$ cat config.mk
export PLATFORM = sky130hd
export DESIGN_NAME = quire_window_arbiter
export DESIGN_NICKNAME = d
export VERILOG_FILES = /design/src/rtl/quire_window_arbiter.sv
export SDC_FILE = /design/constraint.sdc
export NUM_CORES = 1
export LEC_CHECK = 0
export ABC_CLOCK_PERIOD_IN_PS = 4400
export BUFFER_PORTS_ARGS = -buffer_cell sky130_fd_sc_hd__buf_2
export CAP_MARGIN = 25
export CORE_UTILIZATION = 43
export CTS_CLUSTER_DIAMETER = 40
export DETAILED_ROUTE_END_ITERATION = 12
export PLACE_DENSITY = 0.89
export SYNTH_ARGS = -nofsm -noshare
export SYNTH_HDL_FRONTEND = slang
export SYNTH_SLANG_ARGS = --single-unit
$ cat constraint.sdc
create_clock -name clk -period 4.4 [get_ports clk]
set_input_delay 0.66 -clock clk [delete_from_list [all_inputs] [get_ports clk]]
set_output_delay 0.66 -clock clk [all_outputs]
set_load 0.005 [all_outputs]
$ cat src/rtl/quire_window_arbiter.sv
// -----------------------------------------------------------------------------
// quire_window_arbiter
//
// Shares a single quire_4_0 accumulator among NREQ posit product streams.
// A requester is granted the quire for one whole dot-product window (sow beat
// through eow beat); windows are arbitrated round-robin with one IDLE cycle
// between them. The owner of every window that entered the quire is queued in
// a tag FIFO so the window's final (eow) quire result can be routed back to the
// right consumer. Intermediate quire result beats are accepted and dropped.
//
// Ports
//   clk, rst                   clock, synchronous active-high reset
//   req_rts_i / req_rtr_o      per-requester valid / ready
//   req_sow_i / req_eow_i      per-requester window start / end flags
//   req_fraction_i, req_scale_i  packed 4-bit fields, requester i at [4i+3:4i]
//   req_sign_i, req_zero_i, req_NaR_i  per-requester flags
//   q_*                        owner's beat forwarded to the quire slave port
//   qr_*                       quire master port (results) into the arbiter
//   res_rts_o / res_rtr_i      one-hot result valid / per-consumer ready
//   res_data_o, res_NaR_o, res_sign_o, res_zero_o  shared result bus
//   busy_o                     a window currently owns the quire
// -----------------------------------------------------------------------------
module quire_window_arbiter #(
    parameter int unsigned NREQ      = 4,
    parameter int unsigned TAG_DEPTH = 4
) (
    input  logic              clk,
    input  logic              rst,
    input  logic [NREQ-1:0]   req_rts_i,
    output logic [NREQ-1:0]   req_rtr_o,
    input  logic [NREQ-1:0]   req_sow_i,
    input  logic [NREQ-1:0]   req_eow_i,
    input  logic [4*NREQ-1:0] req_fraction_i,
    input  logic [4*NREQ-1:0] req_scale_i,
    input  logic [NREQ-1:0]   req_sign_i,
    input  logic [NREQ-1:0]   req_zero_i,
    input  logic [NREQ-1:0]   req_NaR_i,
    output logic              q_rts_o,
    input  logic              q_rtr_i,
    output logic              q_sow_o,
    output logic              q_eow_o,
    output logic              q_sign_o,
    output logic              q_zero_o,
    output logic              q_NaR_o,
    output logic [3:0]        q_fraction_o,
    output logic [3:0]        q_scale_o,
    input  logic              qr_rts_i,
    output logic              qr_rtr_o,
    input  logic              qr_eow_i,
    input  logic [18:0]       qr_data_i,
    input  logic              qr_NaR_i,
    input  logic              qr_sign_i,
    input  logic              qr_zero_i,
    output logic [NREQ-1:0]   res_rts_o,
    input  logic [NREQ-1:0]   res_rtr_i,
    output logic [18:0]       res_data_o,
    output logic              res_NaR_o,
    output logic              res_sign_o,
    output logic              res_zero_o,
    output logic              busy_o
);

    localparam int unsigned IDW = $clog2(NREQ);
    localparam int unsigned TAW = (TAG_DEPTH > 1) ? $clog2(TAG_DEPTH) : 1;

    typedef enum logic {IDLE, BUSY} state_e;

    state_e          state_q, state_d;
    logic [IDW-1:0]  owner_q, owner_d;
    logic [IDW-1:0]  rr_ptr_q, rr_ptr_d;
    logic [IDW-1:0]  tag_mem_q [TAG_DEPTH];
    logic [TAW-1:0]  wr_ptr_q, rd_ptr_q;
    logic [TAW:0]    count_q;

    logic [NREQ-1:0] eligible;
    logic            grant_vld;
    logic [IDW-1:0]  grant_idx;
    logic            own_xfer, push, pop, route, fifo_full, fifo_empty;
    logic [IDW-1:0]  tag;

    // First eligible requester scanning upward from rr_ptr, wrapping at NREQ.
    always_comb begin
        int unsigned idx;
        eligible  = req_rts_i & req_sow_i;
        grant_vld = 1'b0;
        grant_idx = '0;
        for (int unsigned k = 0; k < NREQ; k++) begin
            idx = (32'(rr_ptr_q) + k) % NREQ;
            if (!grant_vld && eligible[idx[IDW-1:0]]) begin
                grant_vld = 1'b1;
                grant_idx = idx[IDW-1:0];
            end
        end
    end

    // Owner's beat passes straight through to the quire (no added latency).
    always_comb begin
        q_rts_o   = (state_q == BUSY) && req_rts_i[owner_q];
        req_rtr_o = '0;
        if (state_q == BUSY) begin
            req_rtr_o[owner_q] = q_rtr_i;
        end
        q_sow_o      = req_sow_i[owner_q];
        q_eow_o      = req_eow_i[owner_q];
        q_sign_o     = req_sign_i[owner_q];
        q_zero_o     = req_zero_i[owner_q];
        q_NaR_o      = req_NaR_i[owner_q];
        q_fraction_o = req_fraction_i[{owner_q, 2'b00} +: 4];
        q_scale_o    = req_scale_i[{owner_q, 2'b00} +: 4];
        own_xfer     = q_rts_o && q_rtr_i;
        push         = own_xfer && q_sow_o;
    end

    // Result return: only eow beats with a pending tag are routed; everything
    // else is accepted and discarded so the quire never stalls on it.
    always_comb begin
        fifo_empty = (count_q == '0);
        fifo_full  = (count_q == (TAW+1)'(TAG_DEPTH));
        tag        = tag_mem_q[rd_ptr_q];
        route      = qr_rts_i && qr_eow_i && !fifo_empty;
        res_rts_o  = '0;
        res_rts_o[tag] = route;
        qr_rtr_o   = route ? res_rtr_i[tag] : 1'b1;
        pop        = route && res_rtr_i[tag];
        res_data_o = qr_data_i;
        res_NaR_o  = qr_NaR_i;
        res_sign_o = qr_sign_i;
        res_zero_o = qr_zero_i;
    end

    always_comb begin
        state_d  = state_q;
        owner_d  = owner_q;
        rr_ptr_d = rr_ptr_q;
        unique case (state_q)
            IDLE: begin
                if (grant_vld && !fifo_full) begin
                    owner_d = grant_idx;
                    state_d = BUSY;
                end
            end
            BUSY: begin
                if (own_xfer && q_eow_o) begin
                    state_d  = IDLE;
                    rr_ptr_d = (owner_q == IDW'(NREQ-1)) ? '0 : owner_q + 1'b1;
                end
            end
            default: state_d = IDLE;
        endcase
    end

    always_ff @(posedge clk) begin
        if (rst) begin
            state_q  <= IDLE;
            owner_q  <= '0;
            rr_ptr_q <= '0;
            wr_ptr_q <= '0;
            rd_ptr_q <= '0;
            count_q  <= '0;
            busy_o   <= 1'b0;
        end else begin
            state_q  <= state_d;
            owner_q  <= owner_d;
            rr_ptr_q <= rr_ptr_d;
            busy_o   <= (state_d == BUSY);
            if (push) begin
                tag_mem_q[wr_ptr_q] <= owner_q;
                wr_ptr_q <= (wr_ptr_q == TAW'(TAG_DEPTH-1)) ? '0 : wr_ptr_q + 1'b1;
            end
            if (pop) begin
                rd_ptr_q <= (rd_ptr_q == TAW'(TAG_DEPTH-1)) ? '0 : rd_ptr_q + 1'b1;
            end
            if (push && !pop) begin
                count_q <= count_q + 1'b1;
            end else if (pop && !push) begin
                count_q <= count_q - 1'b1;
            end
        end
    end

endmodule

# Yosys cells after proc, flatten, opt, wreduce, memory -nomap -nowiden

Memory sizes are Yosys's and may differ from the RTL's. A register that Yosys moved wholly into a read port is not among the register bits.
Index checks and enable logic that the tools add are counted.

Output and inout bits: 46
Latch bits: 0
Memory bits (read-only): 0
Flip-flop bits (word level): 12
Memories: 1
RAM bits: 8
Logic and storage cells: 108

Memories:

| name      | words | width | read ports | clocked after Yosys merged registers in | write ports | RTL line | RTL |
|---|---|---|---|---|---|---|---|
| tag_mem_q | 4     | 2     | 1          | 1                                       | 1           | 71       | `logic [IDW-1:0] tag_mem_q [TAG_DEPTH];` |

Divide/modulo/power cells: 0
Bitwise operators: 4
Reductions and logical operators: 26
Shift operators: 2
$mul: 0
Mux-type cells: 49
Equal/unequal tests: 4
$add $sub $neg: 8
Order comparisons: 8

Operators with widths:

| kind                | number |
|---|---|
| $shiftx 16x5->4     | 2 |
| $mux 1              | 23 |
| $bmux 1 s2          | 11 |
| $lt 2x3->1 const B  | 6 |
| $mux 2              | 9 |
| $logic_and 1x1->1   | 15 |
| $and 4x4->4         | 3 |
| $add 2x1->2 const B | 4 |
| $logic_not 1->1     | 7 |
| $eq 2x2->1 const B  | 3 |
| $mux 3              | 2 |
| $add 2x2->2 const B | 2 |
| $demux 1 s2         | 2 |
| $ge 2x1->1 const B  | 2 |
| $mux 4              | 1 |
| $reduce_and 2->1    | 2 |
| $add 3x1->3 const B | 1 |
| $eq 3x3->1 const B  | 1 |
| $logic_not 3->1     | 1 |
| $sub 3x1->3 const B | 1 |
| $pmux 1 s2          | 1 |
| $reduce_bool 2->1   | 1 |
| $not 1->1           | 1 |

# Depth between registers and ports, before layout

Depth in word-level cells: 16
Gate-level depth with buffers: 10
Mapped depth without buffers: 10

# Worst setup path after synthesis

Ideal clock, no wire load.

Path kind: flip-flop to flip-flop
Start point: reg with a tool-made name
End point: reg count_q[2]
Buffers on the path: 0
Library setup time: 0.071 ns
Stages on the path, launching flop included: 11
Arrival time: 2.486 ns
Slack: 1.843 ns
Path through: dfxtp_1 mux4_2 mux2i_2 o22ai_2 inv_1 ha_1 inv_1 fa_1 xor2_1 or3_1 a21oi_1

RTL lines:

| what                 | RTL line | RTL |
|---|---|---|
| to (signal assigned) | 174      | `count_q <= count_q + 1'b1;` |
| to (signal assigned) | 176      | `count_q <= count_q - 1'b1;` |
| to (decl)            | 73       | `logic [TAW:0] count_q;` |

# Final worst setup path

Start point: reg owner_q[1]
End point: reg count_q[2]

Word-level cells in the longest chain between the ends: 8
Elaborated cells between the ends (all ways): 12
Those cells by class: mux: 5; reduce/logical: 7

Ends and longest elaborated chain:

| what                               | RTL line | RTL |
|---|---|---|
| from (decl)                        | 69       | `logic [IDW-1:0] owner_q, owner_d;` |
| from (signal assigned)             | 163      | `owner_q <= owner_d;` |
| $bmux 1 s2                         | 98       | `q_rts_o = (state_q == BUSY) && req_rts_i[owner_q];` |
| $mux 1 (implied by the code)       | 98       |  |
| $logic_and 1x1->1                  | 98       |  |
| $logic_and 1x1->1                  | 110      | `own_xfer = q_rts_o && q_rtr_i;` |
| $logic_and 1x1->1 (*)              | 111      | `push = own_xfer && q_sow_o;` |
| net push                           | 78       | `logic own_xfer, push, pop, route, fifo_full, fifo_empty;` |
| $logic_not 1->1                    | 175      | `end else if (pop && !push) begin` |
| $logic_and 1x1->1                  | 175      |  |
| $reduce_bool 2->1 (no source line) | n/a      |  |

Mark *: on every way through the listed nets, which the timed path passes. The rest lies on a longest branch. The select of a mux whose other input is x is not followed.
A chain may end at the register's enable or synchronous reset.

==> metrics.md <==
| Metric | Value |
|---|---|
| Status | completed |
| Clock Latency Late Sink | 260 ps |
| Post-Place Cell Area | 0.00203 sq mm |
| Total Routing Usage GR | 19.6% |
| Worst slack, placed | 1560 ps |
| DR pass1 iterations | 4 |
| Routability congestion estimate from global placement | 0.799 |
| Final wirelength | 3.92 mm |
| Comb pwr share | 23.5% |
| Global-route wire length before repair | 6.44 mm |
| Fin cells | 269 |
| WP data arrival | 3060 ps |
| Ys flop type | dfxtp_1 |
| Largest net degree at the start of global routing | 24 |
| Die H | 65 um |
| CTS tree | yes |
| Core Region | 0.00374 sq mm |
| # nets final | 320 |
| Final setup fails | 0 |
| Placed cells | 265 |
| Leakage | 0.000968 uW |
| # diodes | 0 |
| Crit Path Max Fanout | 22 |
| R2R Path End | count_q[2]$_SDFFE_PP0P_ |
| Htree depth | 1 |
| Vias | 1410 |
| Peak supply drop | 0.107 mV |
| Area growth syn-to-layout | 22.9% |
| CP Capture Type | flop |
| Synth area leader | mux4_2 |
| Antenna violations before repair | 0 |
| CTS Buf Count | 3 |
| Post-DP HPWL | 3.24 mm |
| Slew of the pin with the lowest slew margin | 789 ps |
| Post-Syn Area | 0.00171 sq mm |
| Post-CTS setup buffers | 0 |
| Ys async rst share | 0% |
| Worst setup SP type | flop |
| RSZ-0062 raised after global routing | no |
| PD cells | 259 mW/mm^2 |
| Setup ws final | 1540 ps |
| Max incr delay on CP | 840 ps |
| Area contributors post-synth | mux4_2 (21%), dfxtp_1 (16%), edfxtp_1 (14%) |
| Initial Util | 45.6% |
| Hold Crit Start | rd_ptr_q[1]$_SDFFE_PP0P_ |
| Vias in the first global route | 1430 |
| Design area | 0.00210 sq mm |
| Part of the power in registers | 42.3% |
| DRC viols | 0 |
| Chip width | 65 um |
| Critical Path, Cell by Cell | mux4_2, nand4_1, inv_1, ha_1, inv_1, fa_1, xor2_1, or3_1, a21oi_1 |
| Final period utilization | 65.0% |
| Cell mode on critical path | inv_1 |
| Resize count post-CTS | 0 |
| Pins Over Slew Limit | 0 |
| Sequential fraction of the synthesis area | 30.5% |
| Share of layout cells above drive strength 1 | 51.6% |
| Syn avg cell area | 11.0 sq um |
| Synth warn | 0 |
| Synth Instances | 155 |
| Slew Limit Headroom | 47.3% |
| Worst Skew | 5.05 ps |
| Setup TNS | 0 ps |
| Global route overflow | 0 |
| Clk pin slew, worst setup/hold paths | 80 ps |
| I/O Pins | 133 |
| FMAX | 0.350 GHz |
| Post-CTS Hold Buffers | 0 |
| Sw Pwr | 130 uW |
| Starting DRT DRC Count | 36 |
| Reg2Reg Setup Slack | 1540 ps |
| Worst-case reg-to-reg path depth | 9 |
| Clock power frac | 34.3% |
| Worst Path Class, Setup | reg2reg |
| Fillers | 340 |
| Number of synthesized register bits | 22 |
| Fin crit period | 2860 ps |
| Num Clock Sinks | 22 |
| Critical-path top delay cell | dfxtp_1 |
| Min-Delay Path Class | reg2reg |
| Internal power | 414 uW |
| Port buffer count | 88 |
| Final Hold Fails | 0 |
| Worst path top cell family by delay | flip-flops |
| CP required | 4600 ps |
| Die ar. | 0.00423 sq mm |
| Buffers & Inverters on Critical Path | 2 |
| Hold Path Stages | 2 |
| Net Sw Frac | 23.9% |
| Clock root cell | clkbuf_8 |
| Synth unique cells | 36 |
| DR WL/cell | 14.6 um |
| Routed Antenna Nets | 0 |
| Synth top area share | 21.1% |
| DR vias/cell | 5.24 |
| RR Startpoint | owner_q[1]$_SDFFE_PP0P_ |
| Rows | 22 |
| EDFF count, synth | 8 |
| Start point of the critical path | owner_q[1]$_SDFFE_PP0P_ |
| MaxCap Viol Count | 0 |
| Mapped Nets | 253 |
| Clock buffer depth | 2 |
## cells by family (layout without fill, tap and decap cells)
| group | Yosys count | in the layout | synth area share, % |
|---|---|---|---|
| AOI/OAI and AO/OA | 18 | 18 | 7.55 |
| xor gates and xnor gates | 2 | 2 | 1.03 |
| adders and majority gates | 11 | 11 | 8.50 |
| buffers and inverters | 36 | 102 | 13.0 |
| DFF | 22 | 22 | 30.5 |
| muxes | 24 | 24 | 26.3 |
| and+or+nand+nor | 42 | 42 | 13.1 |
## cells in the final DEF, fill, tap and decap left out, types with 2 or more instances in the layout
cell	n
buf_2	88
mux4_2	16
dfxtp_1	14
nor2_1	10
ha_1	10
inv_1	9
a21oi_1	8
edfxtp_1	8
nand2_1	7
mux2i_1	6
and2_1	6
and3_1	4
nand2b_1	4
or3_1	3
clkbuf_8	3
nand4_1	2
a311oi_1	2
xor2_1	2
## worst register-to-register path, delay by kind of cell (launching register included)
| family | cells | cell delay (ps) |
|---|---|---|
| compound gates | 1 | 130 |
| xor+xnor | 1 | 160 |
| fa+ha+maj | 2 | 560 |
| buf+inv | 2 | 180 |
| flops | 1 | 840 |
| mux | 1 | 370 |
| simple gates | 2 | 540 |
## Yosys cell counts (all sizes together), types with 2 or more instances
master,count
a21oi,8
nand2,7
edfxtp,8
or2,2
nor2,10
clkbuf,3
a311oi,2
ha,10
dfxtp,14
and3,4
mux4,16
nand4,2
and2,6
or3,3
buf,24
mux2i,7
nand2b,4
xor2,2
inv,9
## registers in the layout (all words and copies together) (netlist names), named ones only
register	flops
count_q	3
tag_mem_q	8
wr_ptr_q	2
state_q	1
owner_q	2
rr_ptr_q	2
rd_ptr_q	2
## per-layer routing
layer  track usage, %  up-vias  share of wire [%]
li1                 -      679                  -
met1             22.9      666                 40
met2             34.2       49                 51
met3             3.52       16                5.4
met4             9.72        0                2.9
met5                0        -                  0
## metrics by stage
stage	utilization (%)	hold WS, ps	total power, uW
floorplan	-	454	319
global placement	54.1	480	359
detailed placement	54.1	486	363
CTS	56.0	502	547
global route	56.0	546	572
finish	56.0	496	544
## worst max-delay path by stage
stage,endpoint,slack [ps],depth (start not counted)
2_1_floorplan,count_q[2]$_SDFFE_PP0P_,1840,10
3_3_place_gp,count_q[2]$_SDFFE_PP0P_,1620,9
3_5_place_dp,count_q[2]$_SDFFE_PP0P_,1560,9
4_1_cts,count_q[2]$_SDFFE_PP0P_,1540,9
5_1_grt,count_q[2]$_SDFFE_PP0P_,1330,9
6_report,count_q[2]$_SDFFE_PP0P_,1540,9
## area by class of cell
type	instances	area (sq um)	area share, %
Clock inverter	1	30.0	1.43
Inverter	9	33.8	1.61
Sequential cell	22	520	24.8
Tap cell	48	60.1	2.86
Timing Repair Buffer	89	448	21.4
Multi-Input combinational cell	97	963	45.9
Clock buffer	3	41.3	1.97
## power by group through the flow
stage | logic (uW) | registers, uW | clock network [uW]
after floorplan | 90.0 | 229 | 0
after global placement | 125 | 234 | 0
after detailed placement | 128 | 234 | 0
after CTS | 129 | 230 | 188
after global routing | 142 | 231 | 198
final | 128 | 230 | 186
Note: power is estimated with default switching activity, not from simulation.
